### src/rtl/timer_counter_if.sv
// Bridge-side bus for one timer window: decode select, byte-enabled store path,
// and the combinational load data returned by the timer.
interface timer_counter_if;
  logic        sel;
  logic        we;
  logic [31:0] addr;
  logic [3:0]  byteen;
  logic [31:0] wdata;
  logic [31:0] rdata;

  modport master (output sel, we, addr, byteen, wdata, input rdata);
  modport slave  (input sel, we, addr, byteen, wdata, output rdata);
endinterface

### src/rtl/timer_counter.sv
// Memory-mapped countdown timer with one-shot and auto-reload modes; raises
// irq when the count expires and the interrupt mask is set.
module timer_counter (
  input  logic           clk,
  input  logic           reset,
  timer_counter_if.slave bus,
  output logic           irq
);

  typedef enum logic [1:0] {IDLE, LOAD, CNT, INT} state_e;

  state_e      state_q, state_d;
  logic [3:0]  ctrl_q, ctrl_d;
  logic [31:0] preset_q, preset_d;
  logic [31:0] count_q, count_d;
  logic        irq_flag_q, irq_flag_d;

  logic        wr_en;
  logic [1:0]  reg_sel;
  logic        wr_ctrl;
  logic        wr_preset;
  logic        auto_reload;
  logic        unused_addr;

  assign wr_en       = bus.sel & bus.we;
  assign reg_sel     = bus.addr[3:2];
  assign wr_ctrl     = wr_en && (reg_sel == 2'd0);
  assign wr_preset   = wr_en && (reg_sel == 2'd1);
  assign auto_reload = (ctrl_q[2:1] == 2'b01);
  assign unused_addr = ^{bus.addr[31:4], bus.addr[1:0]};

  always_comb begin
    state_d    = state_q;
    ctrl_d     = ctrl_q;
    preset_d   = preset_q;
    count_d    = count_q;
    irq_flag_d = irq_flag_q;

    case (state_q)
      IDLE: begin
        if (ctrl_q[0]) state_d = LOAD;
      end
      LOAD: begin
        count_d    = preset_q;
        irq_flag_d = 1'b0;
        state_d    = CNT;
      end
      CNT: begin
        if (!ctrl_q[0]) begin
          state_d = IDLE;
        end else if (count_q > 32'd1) begin
          count_d = count_q - 32'd1;
        end else begin
          count_d    = '0;
          irq_flag_d = 1'b1;
          state_d    = INT;
        end
      end
      INT: begin
        if (auto_reload) begin
          irq_flag_d = 1'b0;
          state_d    = LOAD;
        end else begin
          ctrl_d[0] = 1'b0;
          state_d   = IDLE;
        end
      end
      default: state_d = IDLE;
    endcase

    // Software writes are applied after the FSM so a coincident CTRL store
    // overrides the one-shot enable clear.
    if (wr_ctrl) begin
      if (bus.byteen[0]) ctrl_d = bus.wdata[3:0];
      irq_flag_d = 1'b0;
    end
    if (wr_preset) begin
      for (int unsigned i = 0; i < 4; i++) begin
        if (bus.byteen[i]) preset_d[8*i +: 8] = bus.wdata[8*i +: 8];
      end
      irq_flag_d = 1'b0;
    end
  end

  always_ff @(posedge clk) begin
    if (reset) begin
      state_q    <= IDLE;
      ctrl_q     <= '0;
      preset_q   <= '0;
      count_q    <= '0;
      irq_flag_q <= 1'b0;
    end else begin
      state_q    <= state_d;
      ctrl_q     <= ctrl_d;
      preset_q   <= preset_d;
      count_q    <= count_d;
      irq_flag_q <= irq_flag_d;
    end
  end

  always_comb begin
    case (reg_sel)
      2'd0:    bus.rdata = {28'd0, ctrl_q};
      2'd1:    bus.rdata = preset_q;
      2'd2:    bus.rdata = count_q;
      default: bus.rdata = '0;
    endcase
  end

  assign irq = ctrl_q[3] & irq_flag_q;

endmodule

### src/flat_wrapper.sv
// flat-port wrapper written by rule: the top's interface ports become plain ports
module timer_counter_flat 
  (clk, reset, irq, bus_sel, bus_we, bus_addr, bus_byteen, bus_wdata, bus_rdata);
  timer_counter_if bus_i ();
  input  logic clk;
  input  logic reset;
  output logic irq;
  input wire logic [$bits(bus_i.sel)-1:0] bus_sel;
  input wire logic [$bits(bus_i.we)-1:0] bus_we;
  input wire logic [$bits(bus_i.addr)-1:0] bus_addr;
  input wire logic [$bits(bus_i.byteen)-1:0] bus_byteen;
  input wire logic [$bits(bus_i.wdata)-1:0] bus_wdata;
  output wire logic [$bits(bus_i.rdata)-1:0] bus_rdata;
  assign bus_i.sel = bus_sel;
  assign bus_i.we = bus_we;
  assign bus_i.addr = bus_addr;
  assign bus_i.byteen = bus_byteen;
  assign bus_i.wdata = bus_wdata;
  assign bus_rdata = bus_i.rdata;
  timer_counter u_core (.clk(clk), .reset(reset), .bus(bus_i), .irq(irq));
endmodule
### config.mk
export PLATFORM = sky130hd
export DESIGN_NAME = timer_counter_flat
export DESIGN_NICKNAME = d
export VERILOG_FILES = /design/src/rtl/timer_counter_if.sv /design/src/rtl/timer_counter.sv /design/src/flat_wrapper.sv
export SDC_FILE = /design/constraint.sdc
export NUM_CORES = 1
export LEC_CHECK = 0
export BUFFER_PORTS_ARGS = -buffer_cell sky130_fd_sc_hd__buf_2
export CAP_MARGIN = 20
export CELL_PAD_IN_SITES_DETAIL_PLACEMENT = 0
export CELL_PAD_IN_SITES_GLOBAL_PLACEMENT = 1
export CORE_ASPECT_RATIO = 0.75
export CORE_UTILIZATION = 42
export DETAILED_ROUTE_END_ITERATION = 8
export GPL_TIMING_DRIVEN = 1
export MAX_ROUTING_LAYER = met4
export PLACE_DENSITY = 0.83
export SLEW_MARGIN = 10
export SYNTH_ARGS = -nofsm -noshare
export SYNTH_HDL_FRONTEND = slang
export SYNTH_SLANG_ARGS = --single-unit
### constraint.sdc
create_clock -name clk -period 4.65 [get_ports clk]
set_clock_uncertainty 0.1 [all_clocks]
set_input_delay 0.465 -clock clk [delete_from_list [all_inputs] [get_ports clk]]
set_output_delay 0.465 -clock clk [all_outputs]
set_load 0.02 [all_outputs]
==> qor.tcl, run 1 <==
set qor(maximum_number_of_pins_on_one_net_before_global_route_repair) 51
set qor(ff_latch_count_synth) 71
set qor(syn-instance-count) 476
set qor(final-max-slew-violation-count) 0
set qor(setup.reg_to_reg.worst_slack_ns) 1.57
set qor(cts-root-to-sink-buffers) 2
set qor(worst_setup_hold_path_clk_slew_ns) 0.06
set qor(synth.top_cell.area_share_pct) 36.2
set qor(grt_pass1_wl_um) 17800
set qor(fin_area_mm2) 0.00465
set qor(crit_type) {register to register}
set qor(cp.buffers_inverters) 1
set qor(timing.critical_path.cells) {nor4_1 -> and3_1 -> a41oi_1 -> buf_4 -> a221oi_1 -> nor3_1}
set qor(min-delay-path-class) {input pin to register}
set qor(cts_hold_buf) 0
set qor(diodes) 0
set qor(max-cap-violations) 0
set qor(syn-mean-instance-area_um2) 8.25
set qor(ys_warn_count) 0
set qor(synth-seq-area-share_pct) 36.2
set qor(synth_fp_nets) 550
set qor(vdd_ir_drop_max_mv) 0.179
set qor(h_tree_level_count) 3
set qor(synth_top_area_cell) {sky130_fd_sc_hd__dfxtp_1}
set qor(rr_startpoint) {u_core.count_q[8]}
set qor(cts-resized-gates) 0
set qor(synthToLayoutAreaGrowth_pct) 18.4
set qor(number_of_global_route_vias_before_repair) 3519
set qor(switching_share_pct) 22.6
set qor(number_of_placed_instances_with_taps_included) 643
set qor(post_layout_nonfiller_instances) 659
set qor(max_fclk_ghz) 0.325
set qor(met1_usage_pct) 31.6
set qor(critical_path_required_ns) 4.73
set qor(design.final.nets) 600
set qor(floorplan.initialDensity_pct) 43.4
set qor(floorplan.io_pins) 105
set qor(gr-usage-met3_pct) 5.16
set qor(first_iter_violations) 247
set qor(fp-row-count) 30
set qor(pwr_density_cell_mw_per_mm2) 299
set qor(post_drt_via_cell_ratio) 5.89
set qor(crit_path_top_delay_cell) {sky130_fd_sc_hd__nor4_1}
set qor(timing.critical_path.fanout_max) 18
set qor(clk-insertion-delay-late_ns) 0.33
set qor(dieWidth_um) 114
set qor(cts.sinks) 71
set qor(post-cts-setup-buffer-count) 0
set qor(worstSetupStartpoint) {u_core.count_q[8]}
set qor(antenna_found_initial) 0
set qor(synth_edf_count) 0
set qor(setup_tns_final_ns) 0
set qor(reported_net_switching_power_mw) 0.313
set qor(critPathTopFamily) {simple AND/OR/NAND/NOR gates}
set qor(number_of_vias_after_detailed_routing) 3881
set qor(antenna_violating_nets_post_route) 0
set qor(power.leakage_nw) 2.09
set qor(tritoncts) {yes}
set qor(cts-root-buf) {sky130_fd_sc_hd__clkbuf_16}
set qor(met2_usage_pct) 36.3
set qor(worst_pin_slew_ns) 0.947
set qor(grt_remaining_overflow) 0
set qor(cp-start-kind) {register}
set qor(dpl-instance-area_mm2) 0.00435
set qor(power_frac_seq_pct) 44.5
set qor(synth_ff_type) {sky130_fd_sc_hd__dfxtp_1}
set qor(maximum_cell_stage_delay_along_the_critical_path_ns) 0.69
set qor(drt-wirelength-per-cell_um) 16.4
set qor(core-area_mm2) 0.00905
set qor(gp_congestion) 0.844
set qor(finish_stage_setup_viols) 0
set qor(total_global_routing_track_utilization_pct) 23.8
set qor(power.clock.fraction_pct) 49.2
set qor(run_status) {completed}
set qor(worst_slew_margin_rel_pct) 36.9
set qor(syn_area_mm2) 0.00393
set qor(drive_above_1_share_pct) 19.8
set qor(routed_wirelength_um) 10800
set qor(timing.critical_path.to_type) {register}
set qor(design.die.area_mm2) 0.00974
set qor(synth_async_sr_flop_share_pct) 0
set qor(worst-endpoint-arrival_ns) 3.16
set qor(cts_made_buffers) 9
set qor(post-route-period-util_pct) 66.1
set qor(netlist-cell-type-count) 53
set qor(place.port_buffers) 74
set qor(die_height_um) 85.7
set qor(firstDrtPassIters) 5
set qor(hold_path.startpoint) {bus_wdata[22]}
set qor(internal_power_mw) 1.07
set qor(final.min_clock_period_ns) 3.08
set qor(synth.area.top_cells) {sky130_fd_sc_hd__dfxtp_1 (36%), sky130_fd_sc_hd__mux2i_1 (10%), sky130_fd_sc_hd__a22o_1 (6.0%), sky130_fd_sc_hd__nor2_1 (5.4%), sky130_fd_sc_hd__clkbuf_1 (3.7%)}
set qor(rsz0062_at_grt) {false}
set qor(dpl.hpwl_um) 7450
set qor(post-route-drc-count) 0
set qor(finalHoldViolCount) 0
set qor(grt.busiest_layer) {met2}
set qor(combinationalPowerShare_pct) 6.2
## worst register-to-register path, cell delays in order, from the launching register on
cell                       delay [ns]
sky130_fd_sc_hd__dfxtp_1         0.38
sky130_fd_sc_hd__nor4_1          0.69
sky130_fd_sc_hd__and3_1          0.54
sky130_fd_sc_hd__a41oi_1         0.48
sky130_fd_sc_hd__buf_4           0.37
sky130_fd_sc_hd__a221oi_1        0.28
sky130_fd_sc_hd__nor3_1          0.08
## metal layers
metal  vias to the layer above  routed length, um
li1                       1902                  -
met1                      1835               5170
met5                         -                  0
met2                       124               4880
met3                        20                608
met4                         0                174
## sequential cells by signal, summed over array words and instances (netlist names)
| signal | cells |
|---|---|
| u_core.count_q | 32 |
| u_core.preset_q | 32 |
| u_core.ctrl_q | 4 |
| u_core.state_q | 2 |
| u_core.irq_flag_q | 1 |
## power groups by stage
stage	logic, mW	clock network (mW)	registers, mW
2_1_floorplan	0.0539	0	0.630
3_3_place_gp	0.0854	0	0.631
3_5_place_dp	0.0870	0	0.631
4_1_cts	0.0874	0.701	0.618
5_1_grt	0.0952	0.727	0.618
6_report	0.0867	0.683	0.618
## cell type report
| type | count | area, um2 |
|---|---|---|
| clock buffer | 12 | 246 |
| clock inverter | 4 | 45.0 |
| fill | 905 | 4400 |
| inverter | 5 | 18.8 |
| multi-input combinational | 358 | 2330 |
| sequential | 71 | 1420 |
| tap | 128 | 160 |
| timing repair buffer | 81 | 423 |
## worst paths after layout
| check | end | depth (start not counted) |
|---|---|---|
| worst min-delay path | u_core.preset_q[22] | 3 |
| worst max-delay path | u_core.count_q[10] | 6 |
| worst max register to register | u_core.count_q[10] | 6 |
| worst min register to register | u_core.count_q[2] | 2 |
## kinds of logic (layout without fill, tap and decap cells)
logic type                 Yosys count  after routing  share of synthesized area (%)
and+or+nand+nor                    189            189                           25.1
AOI/OAI and AO/OA                  119            119                           21.5
DFF                                 71             71                           36.2
buffers and inverters               47            102                           4.53
muxes                               40             40                           10.2
xor gates and xnor gates             8              8                           1.79
adders and majority gates            2              2                          0.637
## cell usage in the layout, fill, tap and decap left out, drive strengths merged, types with 3 or more instances in the layout
cell / n
nand2b: 4
and3: 9
and2: 3
mux2i: 40
nand4: 11
a31oi: 20
or3: 4
o21ai: 18
or4: 12
a211oi: 5
dfxtp: 71
a221oi: 4
a21oi: 16
nor2b: 4
nand2: 26
xnor2: 3
o211ai: 4
nand3: 20
nor3: 18
clkbuf: 12
nand4b: 3
clkinv: 3
buf: 81
a22o: 28
inv: 5
xor2: 5
a211o: 4
o31a: 3
nor4: 10
nor2: 56
## through the flow
stage | total power [mW] | worst slack, ns | utilization [%] | hold WS (ns)
after global placement | 0.716 | 1.72 | 48.1 | 0.390
after floorplan | 0.684 | 2.17 | - | 0.372
after global routing | 1.44 | 1.27 | 51.4 | 0.260
after detailed placement | 0.718 | 1.63 | 48.1 | 0.397
after CTS | 1.41 | 1.62 | 51.4 | 0.248
final | 1.39 | 1.57 | 51.4 | 0.259
## cell usage after synthesis (5+ instances only)
library cell               instances
sky130_fd_sc_hd__or4_1            10
sky130_fd_sc_hd__nand3_1          20
sky130_fd_sc_hd__nor4_1           10
sky130_fd_sc_hd__a31oi_1          20
sky130_fd_sc_hd__nand4_1          11
sky130_fd_sc_hd__clkbuf_1         39
sky130_fd_sc_hd__inv_1             5
sky130_fd_sc_hd__o21ai_0          18
sky130_fd_sc_hd__xor2_1            5
sky130_fd_sc_hd__a211oi_1          5
sky130_fd_sc_hd__nand2_1          26
sky130_fd_sc_hd__mux2i_1          40
sky130_fd_sc_hd__and3_1            9
sky130_fd_sc_hd__dfxtp_1          71
sky130_fd_sc_hd__nor2_1           56
sky130_fd_sc_hd__a21oi_1          16
sky130_fd_sc_hd__a22o_1           27
sky130_fd_sc_hd__nor3_1           17
Power figures use the tool's default switching activity.
==> run 2, diff against run 1 <==
--- a/config.mk
+++ b/config.mk
@@ -10,11 +10,11 @@
 export CELL_PAD_IN_SITES_DETAIL_PLACEMENT = 0
 export CELL_PAD_IN_SITES_GLOBAL_PLACEMENT = 1
 export CORE_ASPECT_RATIO = 0.75
-export CORE_UTILIZATION = 42
+export CORE_UTILIZATION = 35
 export DETAILED_ROUTE_END_ITERATION = 8
 export GPL_TIMING_DRIVEN = 1
 export MAX_ROUTING_LAYER = met4
-export PLACE_DENSITY = 0.83
+export PLACE_DENSITY = 0.74
 export SLEW_MARGIN = 10
 export SYNTH_ARGS = -nofsm -noshare
 export SYNTH_HDL_FRONTEND = slang
==> constraint.sdc (replaced) <==
create_clock -name clk -period 2.8 [get_ports clk]
set_clock_uncertainty 0.1 [all_clocks]
set_input_delay 0.28 -clock clk [delete_from_list [all_inputs] [get_ports clk]]
set_output_delay 0.28 -clock clk [all_outputs]
set_load 0.02 [all_outputs]
==> run 2 against run 1 <==
Against the previous run:
- wire length increased by 9.4%
- non-clock buffer count increased by 20
- flip-flop and latch count unchanged
- die area increased by 20%
- critical path depth decreased by 1
- count of clock-buffer cells in the layout increased by 1
- first-iteration DRC count increased by 40%
- total power increased by 71%
==> qor.tcl, run 2 (synthesized netlist as in run 1, its figures left out) <==
set qor(cts_hold_buf) 0
set qor(design.final.nets) 620
set qor(most-common-layout-cells) {sky130_fd_sc_hd__buf_2 (74), sky130_fd_sc_hd__dfxtp_1 (71), sky130_fd_sc_hd__nor2_1 (56), sky130_fd_sc_hd__mux2i_1 (40), sky130_fd_sc_hd__a22o_1 (27)}
set qor(critical_path_required_ns) 2.97
set qor(die_height_um) 93.7
set qor(antenna_found_initial) 0
set qor(final-max-slew-violation-count) 0
set qor(first_iter_violations) 346
set qor(fillCellCount) 1096
set qor(final.min_clock_period_ns) 2.54
set qor(setup.reg_to_reg.worst_slack_ns) 0.26
set qor(worst_pin_slew_ns) 0.594
set qor(setup_tns_final_ns) 0
set qor(crit_type) {register to register}
set qor(floorplan.initialDensity_pct) 35.9
set qor(run_status) {completed}
set qor(core-area_mm2) 0.0109
set qor(worst-endpoint-arrival_ns) 2.71
set qor(max-cap-violations) 0
set qor(dpl.hpwl_um) 8290
set qor(gp_congestion) 0.845
set qor(place.port_buffers) 74
set qor(maximum_number_of_pins_on_one_net_before_global_route_repair) 33
set qor(hold_path.startpoint) {bus_wdata[14]}
set qor(p_total_mw) 2.37
set qor(total_global_routing_track_utilization_pct) 22.0
set qor(design.die.area_mm2) 0.0116
set qor(layout_utilization_pct) 44.4
set qor(reg2regPathDepth) 5
set qor(diodes) 0
set qor(worst_slew_margin_rel_pct) 60.4
set qor(drt-wirelength-per-cell_um) 17.2
set qor(routed_wirelength_um) 11900
set qor(worstHoldEndpoint) {u_core.preset_q[14]}
set qor(rsz0062_at_grt) {false}
set qor(post-route-drc-count) 0
set qor(timing.critical_path.to_type) {register}
set qor(antenna_violating_nets_post_route) 0
set qor(min-delay-path-class) {input pin to register}
set qor(cts_made_buffers) 9
set qor(largest_registers) {u_core.count_q x32, u_core.preset_q x32, u_core.ctrl_q x4}
set qor(vdd_ir_drop_max_mv) 0.281
set qor(crit-reg2reg-capture) {u_core.count_q[25]}
set qor(post-cts-setup-buffer-count) 0
set qor(firstDrtPassIters) 4
set qor(post-route-period-util_pct) 90.8
set qor(cp-start-kind) {register}
set qor(h_tree_level_count) 3
set qor(synthToLayoutAreaGrowth_pct) 23.7
set qor(worst_setup_hold_path_clk_slew_ns) 0.06
set qor(grt_pass1_wl_um) 19600
set qor(cts-resized-gates) 0
set qor(grt_remaining_overflow) 0
set qor(dieWidth_um) 124
set qor(final_common_cell) {sky130_fd_sc_hd__buf_2}
set qor(number_of_global_route_vias_before_repair) 3701
set qor(finalHoldViolCount) 0
set qor(cts-root-buf) {sky130_fd_sc_hd__clkbuf_16}
set qor(rr_startpoint) {u_core.count_q[18]}
set qor(finalHoldWorstSlack_ns) 0.0680
set qor(fp-row-count) 33
set qor(number_of_vias_after_detailed_routing) 3971
set qor(tritoncts) {yes}
set qor(clk-insertion-delay-late_ns) 0.34
set qor(cts.sinks) 71
set qor(max_fclk_ghz) 0.393
set qor(finish_stage_setup_viols) 0
set qor(timing.critical_path.fanout_max) 7
set qor(pwr_density_cell_mw_per_mm2) 488
set qor(holdPathStages) 3
set qor(power.leakage_nw) 2.20
set qor(cts-root-to-sink-buffers) 2
set qor(post_drt_via_cell_ratio) 5.75
set qor(floorplan.io_pins) 105
set qor(drive_above_1_share_pct) 22.9
run 2: area by class of cell:
class | instances | area [um2] | share of cell area, %
Clock buffer | 13 | 270 | 5.57
Clock inverter | 3 | 40.0 | 0.825
Inverter | 5 | 18.8 | 0.387
Multi-Input combinational cell | 358 | 2330 | 48.0
Sequential cell | 71 | 1420 | 29.3
Tap cell | 140 | 175 | 3.61
Timing Repair Buffer | 101 | 598 | 12.3
run 2: layer usage:
metal	vias up	part of all wire [%]	track usage, %
met2	120	44	32.7
met5	-	0	-
li1	1936	-	-
met4	0	2.0	7.43
met1	1901	49	29.2
met3	14	5.0	5.13
run 2: worst max-delay path, stage by stage (launching register included):
cell and delay, ns:
sky130_fd_sc_hd__dfxtp_1 0.37, sky130_fd_sc_hd__or4_4 0.60, sky130_fd_sc_hd__or3_4 0.36, sky130_fd_sc_hd__or4_4 0.51
sky130_fd_sc_hd__or4_1 0.40, sky130_fd_sc_hd__a31oi_1 0.13
run 2: worst max path at each step:
stage	end	from	slack [ns]	cells past startpoint
CTS	u_core.count_q[25]	u_core.count_q[18]	0.25	5
floorplan	u_core.count_q[25]	u_core.count_q[18]	0.37	5
global placement	u_core.count_q[25]	u_core.count_q[18]	0.29	5
global route	u_core.count_q[30]	u_core.count_q[18]	0.13	5
detailed placement	u_core.count_q[25]	u_core.count_q[18]	0.26	5
finish	u_core.count_q[25]	u_core.count_q[18]	0.26	5
run 2: through the flow:
| step | instance area, um2 | setup WS, ns | instances |
|---|---|---|---|
| 6_report | 4850 | 0.257 | 691 |
| 5_1_grt | 4850 | 0.133 | 691 |
| 3_5_place_dp | 4540 | 0.260 | 675 |
| 2_1_floorplan | 3930 | 0.372 | 476 |
| 4_1_cts | 4850 | 0.250 | 691 |
| 3_3_place_gp | 4540 | 0.293 | 675 |
run 2: power by group:
group	leakage, nW	switching (mW)	internal, mW	total (mW)
Sequential	0.572	0.00763	1.02	1.03
Clock	0.156	0.429	0.759	1.19
Combinational	1.47	0.0907	0.0633	0.154
Total	2.20	0.528	1.84	2.37
==> run 3, diff against run 2 <==
--- a/config.mk
+++ b/config.mk
@@ -10,11 +10,11 @@
 export CELL_PAD_IN_SITES_DETAIL_PLACEMENT = 0
 export CELL_PAD_IN_SITES_GLOBAL_PLACEMENT = 1
 export CORE_ASPECT_RATIO = 0.75
-export CORE_UTILIZATION = 35
+export CORE_UTILIZATION = 42
 export DETAILED_ROUTE_END_ITERATION = 8
 export GPL_TIMING_DRIVEN = 1
 export MAX_ROUTING_LAYER = met4
-export PLACE_DENSITY = 0.74
+export PLACE_DENSITY = 0.83
 export SLEW_MARGIN = 10
 export SYNTH_ARGS = -nofsm -noshare
 export SYNTH_HDL_FRONTEND = slang
==> constraint.sdc (replaced) <==
create_clock -name clk -period 3.2 [get_ports clk]
set_clock_uncertainty 0.1 [all_clocks]
set_input_delay 0.32 -clock clk [delete_from_list [all_inputs] [get_ports clk]]
set_output_delay 0.32 -clock clk [all_outputs]
set_load 0.02 [all_outputs]
==> run 3 against run 2 <==
Against the previous run:
- sequential share of layout area grew 0.85 points
- die area shrank 16%
- critical endpoint is now u_core.count_q[30]
- final cell count shrank 2.9%
- highest routed layer unchanged
- core utilization grew 7.8 points
- worst setup slack gained 0.27 ns
- largest power group is now sequential cells
==> qor.tcl, run 3 (synthesized netlist as in run 1, its figures left out) <==
set qor(run_status) {completed}
set qor(firstDrtPassIters) 5
set qor(finalHoldViolCount) 0
set qor(post-route-drc-count) 0
set qor(worst_setup_hold_path_clk_slew_ns) 0.06
set qor(timing.critical_path.fanout_max) 11
set qor(finalHoldWorstSlack_ns) 0.115
set qor(cts-resized-gates) 0
set qor(met2_usage_pct) 37.2
set qor(final-max-slew-violation-count) 0
set qor(worst_slack_ns) 0.531
set qor(floorplan.io_pins) 105
set qor(number_of_global_route_vias_before_repair) 3596
set qor(worst_pin_slew_ns) 0.707
set qor(dieWidth_um) 114
set qor(gp_congestion) 0.846
set qor(worst-endpoint-arrival_ns) 2.75
set qor(h_tree_level_count) 3
set qor(antenna_violating_nets_post_route) 0
set qor(worst_slew_margin_rel_pct) 52.8
set qor(place.port_buffers) 74
set qor(cts-root-buf) {sky130_fd_sc_hd__clkbuf_16}
set qor(fp-row-count) 30
set qor(max_fclk_ghz) 0.375
set qor(number_of_placed_instances_with_taps_included) 657
set qor(routed_wirelength_um) 11300
set qor(drt-wirelength-per-cell_um) 16.9
set qor(final.min_clock_period_ns) 2.67
set qor(design.final.nets) 614
set qor(timing.critical_path.to_type) {register}
set qor(post-route-period-util_pct) 83.4
set qor(power.leakage_nw) 2.13
set qor(post_drt_via_cell_ratio) 5.89
set qor(total_global_routing_track_utilization_pct) 24.8
set qor(grt.busiest_layer) {met2}
set qor(die_height_um) 85.7
set qor(antenna_found_initial) 0
set qor(critical_path_required_ns) 3.28
set qor(dpl-instance-area_mm2) 0.00447
set qor(final_common_cell) {sky130_fd_sc_hd__buf_2}
set qor(cts-root-to-sink-buffers) 2
set qor(grt_pass1_wl_um) 18400
set qor(cts_hold_buf) 0
set qor(post-cts-setup-buffer-count) 0
set qor(dpl.hpwl_um) 7750
set qor(cts_made_buffers) 9
set qor(core-area_mm2) 0.00905
set qor(most-common-layout-cells) {sky130_fd_sc_hd__buf_2 (74), sky130_fd_sc_hd__dfxtp_1 (71), sky130_fd_sc_hd__nor2_1 (56), sky130_fd_sc_hd__mux2i_1 (40), sky130_fd_sc_hd__a22o_1 (27)}
set qor(gr-usage-met3_pct) 6.57
set qor(clk-insertion-delay-late_ns) 0.34
set qor(fillCellCount) 855
set qor(synthToLayoutAreaGrowth_pct) 20.2
set qor(drive_above_1_share_pct) 21.4
set qor(tritoncts) {yes}
set qor(fin_area_mm2) 0.00472
set qor(maximum_number_of_pins_on_one_net_before_global_route_repair) 41
set qor(grt_remaining_overflow) 0
set qor(finish_stage_setup_viols) 0
set qor(pwr_density_cell_mw_per_mm2) 403
set qor(rsz0062_at_grt) {false}
set qor(min-delay-path-class) {input pin to register}
set qor(design.die.area_mm2) 0.00974
set qor(cp-start-kind) {register}
set qor(crit_type) {register to register}
set qor(floorplan.initialDensity_pct) 43.4
set qor(placement.setup.worst_slack_ns) 0.598
set qor(setup_tns_final_ns) 0
set qor(diodes) 0
set qor(max-cap-violations) 0
set qor(first_iter_violations) 245
set qor(number_of_vias_after_detailed_routing) 3954
set qor(largest_registers) {u_core.count_q x32, u_core.preset_q x32, u_core.ctrl_q x4}
set qor(met1_usage_pct) 33.8
set qor(post_layout_nonfiller_instances) 671
set qor(cts.sinks) 71
set qor(vdd_ir_drop_max_mv) 0.275
==> run 3: cell types whose count changed in the layout (fill, tap and decap cells not counted) <==
cell	change
sky130_fd_sc_hd__buf_12	-1
sky130_fd_sc_hd__buf_4	-5
sky130_fd_sc_hd__bufinv_16	-1
sky130_fd_sc_hd__clkbuf_1	+2
sky130_fd_sc_hd__clkbuf_8	-3
==> run 3: layout make-up <==
class                           count  area, um2  area share [%]
Clock buffer                       12        236            5.01
Clock inverter                      2       10.0           0.212
Inverter                            5       18.8           0.398
Multi-Input combinational cell    358       2330            49.4
Sequential cell                    71       1420            30.1
Tap cell                          128        160            3.39
Timing Repair Buffer               95        541            11.5
==> run 3: final timing paths <==
| kind | startpoint | endpoint | slack (ns) | cells after the start |
|---|---|---|---|---|
| setup / recovery | u_core.count_q[12] | u_core.count_q[30] | 0.53 | 5 |
| hold / removal | bus_wdata[16] | u_core.preset_q[16] | 0.11 | 3 |
| setup reg to reg | u_core.count_q[12] | u_core.count_q[30] | 0.53 | 5 |
| hold reg to reg | u_core.preset_q[4] | u_core.count_q[4] | 0.41 | 2 |
==> run 3: stage by stage <==
step	power [mW]	util, %
5_1_grt	1.97	52.2
3_3_place_gp	1.05	49.4
2_1_floorplan	0.993	-
6_report	1.90	52.2
3_5_place_dp	1.05	49.4
4_1_cts	1.91	52.2
==> run 3: power by group <==
| part | leakage, nW | switching, mW | total (mW) | internal (mW) |
|---|---|---|---|---|
| logic | 1.44 | 0.0792 | 0.133 | 0.0542 |
| clock network | 0.122 | 0.357 | 0.870 | 0.513 |
| registers | 0.572 | 0.00676 | 0.899 | 0.892 |
| total | 2.13 | 0.443 | 1.90 | 1.46 |
==> run 3: worst max-delay path: stages, from the launching register on <==
cell and delay [ns]:
sky130_fd_sc_hd__dfxtp_1 0.37, sky130_fd_sc_hd__nor4_1 0.61, sky130_fd_sc_hd__and3_1 0.55, sky130_fd_sc_hd__a41o_1 0.59, sky130_fd_sc_hd__or4_1 0.20, sky130_fd_sc_hd__a41oi_1 0.10
==> run 3: per-layer routing <==
| metal | up-vias | wire (um) | part of all wire, % |
|---|---|---|---|
| met2 | 137 | 5070 | 45 |
| li1 | 1915 | - | - |
| met4 | 0 | 37 | 0.33 |
| met3 | 5 | 694 | 6.1 |
| met5 | - | 0 | 0 |
| met1 | 1897 | 5510 | 49 |
